## src/rtl/mac_pkg.sv

```systemverilog
// Shared encodings and defaults for the mac tile row and its sequencer.
package mac_pkg;

  localparam logic [1:0] INST_IDLE  = 2'b00;
  localparam logic [1:0] INST_KLOAD = 2'b01;
  localparam logic [1:0] INST_EXEC  = 2'b10;

  localparam int COL_DEF      = 8;
  localparam int PIPE_LAT_DEF = 16;

  typedef enum logic [2:0] {
    ST_IDLE  = 3'd0,
    ST_KLOAD = 3'd1,
    ST_EXEC  = 3'd2,
    ST_FLUSH = 3'd3,
    ST_DONE  = 3'd4
  } state_t;

  // One counter serves both the kernel-word and the vector phases.
  function automatic int cnt_width(input int col, input int len_w);
    int kw;
    kw = $clog2(col) + 1;
    return (len_w > kw) ? len_w : kw;
  endfunction

endpackage

```

## src/rtl/valid_delay_line.sv

```systemverilog
// Fixed-depth valid shift register: tail_vld is shift_vld delayed by depth cycles, no stall.
// any_vld is set when a valid will still be inside the line after the coming edge.
module valid_delay_line #(
  parameter int depth = 16
) (
  input  logic clk,
  input  logic reset,
  input  logic shift_vld,
  output logic tail_vld,
  output logic any_vld
);

  logic [depth-1:0] sr;

  generate
    if (depth == 1) begin : g_one
      always_ff @(posedge clk) begin
        if (!reset) sr <= '0;
        else        sr <= shift_vld;
      end
      assign any_vld = shift_vld;
    end else begin : g_many
      always_ff @(posedge clk) begin
        if (!reset) sr <= '0;
        else        sr <= {sr[depth-2:0], shift_vld};
      end
      // The entry leaving this cycle does not count as still pending.
      assign any_vld = shift_vld | (|sr[depth-2:0]);
    end
  endgenerate

  assign tail_vld = sr[depth-1];

endmodule

```

## src/rtl/mac_array_ctrl.sv

```systemverilog
// Row sequencer: kernel load then activation stream; first ofifo_wr 1+col+1+pipe_lat cycles after start.
// ofifo_full only gates activation reads (bubbles); kernel load and drain ignore it.
module mac_array_ctrl
  import mac_pkg::*;
#(
  parameter int col      = COL_DEF,
  parameter int addr_w   = 11,
  parameter int len_w    = 8,
  parameter int w_base   = 0,
  parameter int a_base   = 64,
  parameter int pipe_lat = PIPE_LAT_DEF
) (
  input  logic              clk,
  input  logic              reset,
  input  logic              start,
  input  logic              skip_kload,
  input  logic [len_w-1:0]  len,
  input  logic              ofifo_full,
  output logic              mem_rd,
  output logic [addr_w-1:0] mem_addr,
  output logic [1:0]        inst_w,
  output logic              ofifo_wr,
  output logic              busy,
  output logic              done
);

  localparam int CNT_W = cnt_width(col, len_w);

  state_t             state, state_nxt;
  logic [CNT_W-1:0]   cnt;
  logic [len_w-1:0]   len_q;
  logic               kload_last, exec_last;
  logic               any_vld;

  assign kload_last = (cnt == CNT_W'(col - 1));
  assign exec_last  = (cnt == CNT_W'(len_q) - CNT_W'(1));

  always_ff @(posedge clk) begin
    if (!reset) state <= ST_IDLE;
    else        state <= state_nxt;
  end

  always_comb begin
    state_nxt = state;
    mem_rd    = 1'b0;
    case (state)
      ST_IDLE: begin
        if (start) begin
          if (!skip_kload)   state_nxt = ST_KLOAD;
          else if (len != 0) state_nxt = ST_EXEC;
          // Empty reuse job passes through FLUSH so busy is seen for one cycle.
          else               state_nxt = ST_FLUSH;
        end
      end
      ST_KLOAD: begin
        mem_rd = 1'b1;
        if (kload_last) state_nxt = (len_q != 0) ? ST_EXEC : ST_FLUSH;
      end
      ST_EXEC: begin
        mem_rd = !ofifo_full;
        if (mem_rd && exec_last) state_nxt = ST_FLUSH;
      end
      ST_FLUSH: begin
        if (inst_w == INST_IDLE && !any_vld) state_nxt = ST_DONE;
      end
      ST_DONE:  state_nxt = ST_IDLE;
      default:  state_nxt = ST_IDLE;
    endcase
  end

  always_ff @(posedge clk) begin
    if (!reset) begin
      cnt   <= '0;
      len_q <= '0;
    end else begin
      if (state == ST_IDLE && start) len_q <= len;
      if (state != state_nxt) cnt <= '0;
      else if (mem_rd)        cnt <= cnt + CNT_W'(1);
    end
  end

  always_comb begin
    mem_addr = '0;
    case (state)
      ST_KLOAD: mem_addr = addr_w'(w_base) + addr_w'(cnt);
      ST_EXEC:  mem_addr = addr_w'(a_base) + addr_w'(cnt);
      default:  mem_addr = '0;
    endcase
  end

  // Instruction lags the read by one cycle to line up with SRAM data.
  always_ff @(posedge clk) begin
    if (!reset)      inst_w <= INST_IDLE;
    else if (mem_rd) inst_w <= (state == ST_KLOAD) ? INST_KLOAD : INST_EXEC;
    else             inst_w <= INST_IDLE;
  end

  valid_delay_line #(.depth(pipe_lat)) u_vdl (
    .clk       (clk),
    .reset     (reset),
    .shift_vld (inst_w == INST_EXEC),
    .tail_vld  (ofifo_wr),
    .any_vld   (any_vld)
  );

  assign busy = (state == ST_KLOAD) || (state == ST_EXEC) || (state == ST_FLUSH);
  assign done = (state == ST_DONE);

endmodule

```

## config.mk

```make
export PLATFORM = sky130hd
export DESIGN_NAME = mac_array_ctrl
export DESIGN_NICKNAME = d
export VERILOG_FILES = /design/src/rtl/mac_pkg.sv /design/src/rtl/valid_delay_line.sv /design/src/rtl/mac_array_ctrl.sv
export SDC_FILE = /design/constraint.sdc
export NUM_CORES = 1
export LEC_CHECK = 0
export BUFFER_PORTS_ARGS = -buffer_cell sky130_fd_sc_hd__buf_2
export CAP_MARGIN = 20
export CORE_MARGIN = 2
export CORE_UTILIZATION = 30
export CTS_BUF_LIST = sky130_fd_sc_hd__clkbuf_8
export CTS_CLUSTER_DIAMETER = 40
export DETAILED_ROUTE_END_ITERATION = 6
export GPL_TIMING_DRIVEN = 1
export HOLD_SLACK_MARGIN = 0.05
export PLACE_DENSITY = 0.49
export SKIP_CTS_REPAIR_TIMING = 1
export SLEW_MARGIN = 15
export SYNTH_ARGS = -nofsm -noshare
export SYNTH_HDL_FRONTEND = slang
export SYNTH_SLANG_ARGS = --single-unit
```

## constraint.sdc

```tcl
create_clock -name clk -period 3 [get_ports clk]
set_input_delay 0.15 -clock clk [delete_from_list [all_inputs] [get_ports clk]]
set_output_delay 0.15 -clock clk [all_outputs]
set_load 0.01 [all_outputs]
```

==> key figures <==
Power and ir drop
  – Pwr/cell area: 520.4 nW/um^2
  – Static leakage: 0.0008193 uW
  – VDD IR max: 191.2 uV

Floorplanning
  – Die width: 82.12 um
  – Placeable core area: 5921 sq um
  – Number of top-level pins: 30
  – Die Y: 82.12 um
  – Rows: 28
  – Starting density of the core: 0.3092
  – Total die area: 6743 sq um

Final layout
  – Synth-to-layout area growth: 16.54%
  – Layout net count: 253
  – Final Util: 0.3603
  – N_diodes: 0
  – Layout cells sized above 1: 0.1941
  – Post-route cell area: 2133 sq um
  – Most frequent cells in the layout: dfxtp_1 (37), buf_2 (27), nand2_1 (24), and2_1 (23), a21oi_1 (17)
  – Commonest non-fill, non-tap cell in the layout: dfxtp_1

Setup path
  – Required time worst endpoint: 3240 ps
  – Critical path fanouts, max: 9
  – Crit Path Category: reg -> reg
  – WP data arrival: 2630 ps
  – Worst setup SP type: flop
  – Worst setup EP type: flop

Timing
  – RSZ-0062 raised after global routing: no
  – Tmin final: 2388 ps
  – Setup TNS: 0 ps
  – Worst-Margin Slew: 705.1 ps
  – Clock Skews: 6.039 ps
  – Headroom to the max-slew limit: 0.5256
  – Setup Viol. Count Final: 0
  – Final Hold Fails: 0
  – Period utilization: 0.7961
  – Fmax: 418.7 MHz
  – Final slew viol count: 0

Status
  – Status: finished clean

Routing
  – Starting DRC count in detailed routing: 31
  – Routed wire length: 4129 um
  – Post-DR wirelength/cell: 13.23 um
  – Router iterations before antenna repair: 4
  – Drt via density: 4.808
  – Vias: 1,500
  – Drt drc: 0
  – Antenna Violating Nets Remaining: 0

Synthesis
  – Ys async rst share: 0
  – Primary FF master, synth: dfxtp_1
  – Number of synthesized register bits: 37
  – Register area share after synthesis: 0.4046
  – Yosys top cell by area: dfxtp_1
  – Synthesized area: 1831 sq um
  – Post-synth EDFFs: 0
  – Synth Area per Inst: 8.717 sq um
  – Area contributors post-synth: dfxtp_1 (40%), and2_1 (7.9%), nand2_1 (4.9%)
  – Count of cell types in the netlist: 44
  – Synth warnings: 0
  – Synth top area share: 0.4046
  – Post-Syn Instances: 210

Placed design
  – Post-DP HPWL: 3097 um
  – I/O Buffers: 27
  – RD Place Congestion: 0.8090
  – Placed Area: 2018 sq um

Worst hold path
  – Worst hold path type: in -> reg

Clock network
  – Clock Path Buffers: 2
  – Skew-Pair Late Insertion Delay: 290 ps
  – Total CTS buffers: 5
  – CTS root buf: clkbuf_8
  – Clk sink count: 37
  – CTS tree: built
  – Clk pin slew, worst setup/hold paths: 80 ps
  – H-Tree Depth: 2

GRT
  – Pin count of the biggest net entering global routing: 20
  – GRT Total Usage: 0.1378
  – Vias in the first global route: 1,400
  – Initial antenna violation count: 0
  – First-pass GRT wire length: 6865 um
  – GRT overflow: 0

Job
  – Number of max-cap violations: 0
==> where the power goes <==
group | leakage (uW) | total (uW) | internal (uW) | switching [uW]
Sequential | 0.000300 | 527 | 504 | 22.8
Combinational | 0.000465 | 146 | 61.6 | 84.0
Clock | 0.0000543 | 438 | 249 | 189
==> cell families after synthesis <==
family | after synthesis | synth area share
and+or+nand+nor | 100 | 0.2960
xor gates and xnor gates | 15 | 0.07177
buffers and inverters | 17 | 0.04305
DFF | 37 | 0.4046
muxes | 2 | 0.01094
other | 1 | 0.002049
adders and majority gates | 4 | 0.02734
AOI/OAI and AO/OA | 34 | 0.1442
==> worst max-delay path, cell delays in order (launching register included) <==
cell,delay [ps]
dfxtp_1,460
inv_1,80
ha_1,310
o21ba_2,230
a221oi_1,290
a41oi_1,120
a2111oi_4,630
o31a_1,220
==> final timing paths <==
path,start,endpoint,slack [ps],cells past startpoint
max,len_q[0],state[0],610,7
min,len[3],len_q[3],110,3
max reg2reg,len_q[0],state[0],610,7
min reg2reg,u_vdl.sr[5],u_vdl.sr[6],460,1
==> sequential cells by signal, summed over array words and instances, names as in the netlist <==
register and cells:
len_q 8, inst_w 2, u_vdl.sr 16, state 3, cnt 8
==> synthesized netlist by cell type (2+ instances only) <==
| cell | n |
|---|---|
| clkbuf_1 | 6 |
| nand2_1 | 24 |
| ha_1 | 4 |
| and2_1 | 23 |
| xor2_1 | 5 |
| xnor2_1 | 10 |
| nand4_1 | 3 |
| inv_1 | 6 |
| o21ai_0 | 2 |
| nor4_1 | 7 |
| nor3_1 | 11 |
| mux2i_1 | 2 |
| a211oi_1 | 3 |
| nand3_1 | 6 |
| a21oi_1 | 17 |
| nor2_1 | 14 |
| buf_4 | 2 |
| nand2b_1 | 2 |
| a2111oi_4 | 2 |
| dfxtp_1 | 37 |
==> cell type report <==
class / instances / area (sq um)
clock buffer: 5 / 68.82
clock inverter: 3 / 46.29
fill: 643 / 3787
inverter: 7 / 26.28
multi-input combinational: 157 / 1015
sequential: 37 / 740.7
tap: 75 / 93.84
timing repair buffer: 28 / 142.6
==> stage by stage <==
stage	std cells	hold WS, ps	worst slack (ps)	total power, uW
detailed placement	304	411.0	640.4	684.8
CTS	312	99.29	625.2	1124
floorplan	211	277.3	734.0	642.1
finish	312	107.4	611.7	1110
global route	312	105.8	477.0	1171
global placement	304	411.3	686.5	686.2
==> metal layers <==
layer | up-vias | part of all wire | wire length [um] | global-route usage
met5 | - | 0 | 0 | 0
met4 | 0 | 0.018 | 74 | 0.06000
met3 | 7 | 0.037 | 154 | 0.03587
li1 | 776 | - | - | -
met2 | 25 | 0.48 | 1962 | 0.2163
met1 | 692 | 0.47 | 1937 | 0.1781
No activity file was read; power rests on OpenSTA's default activity.
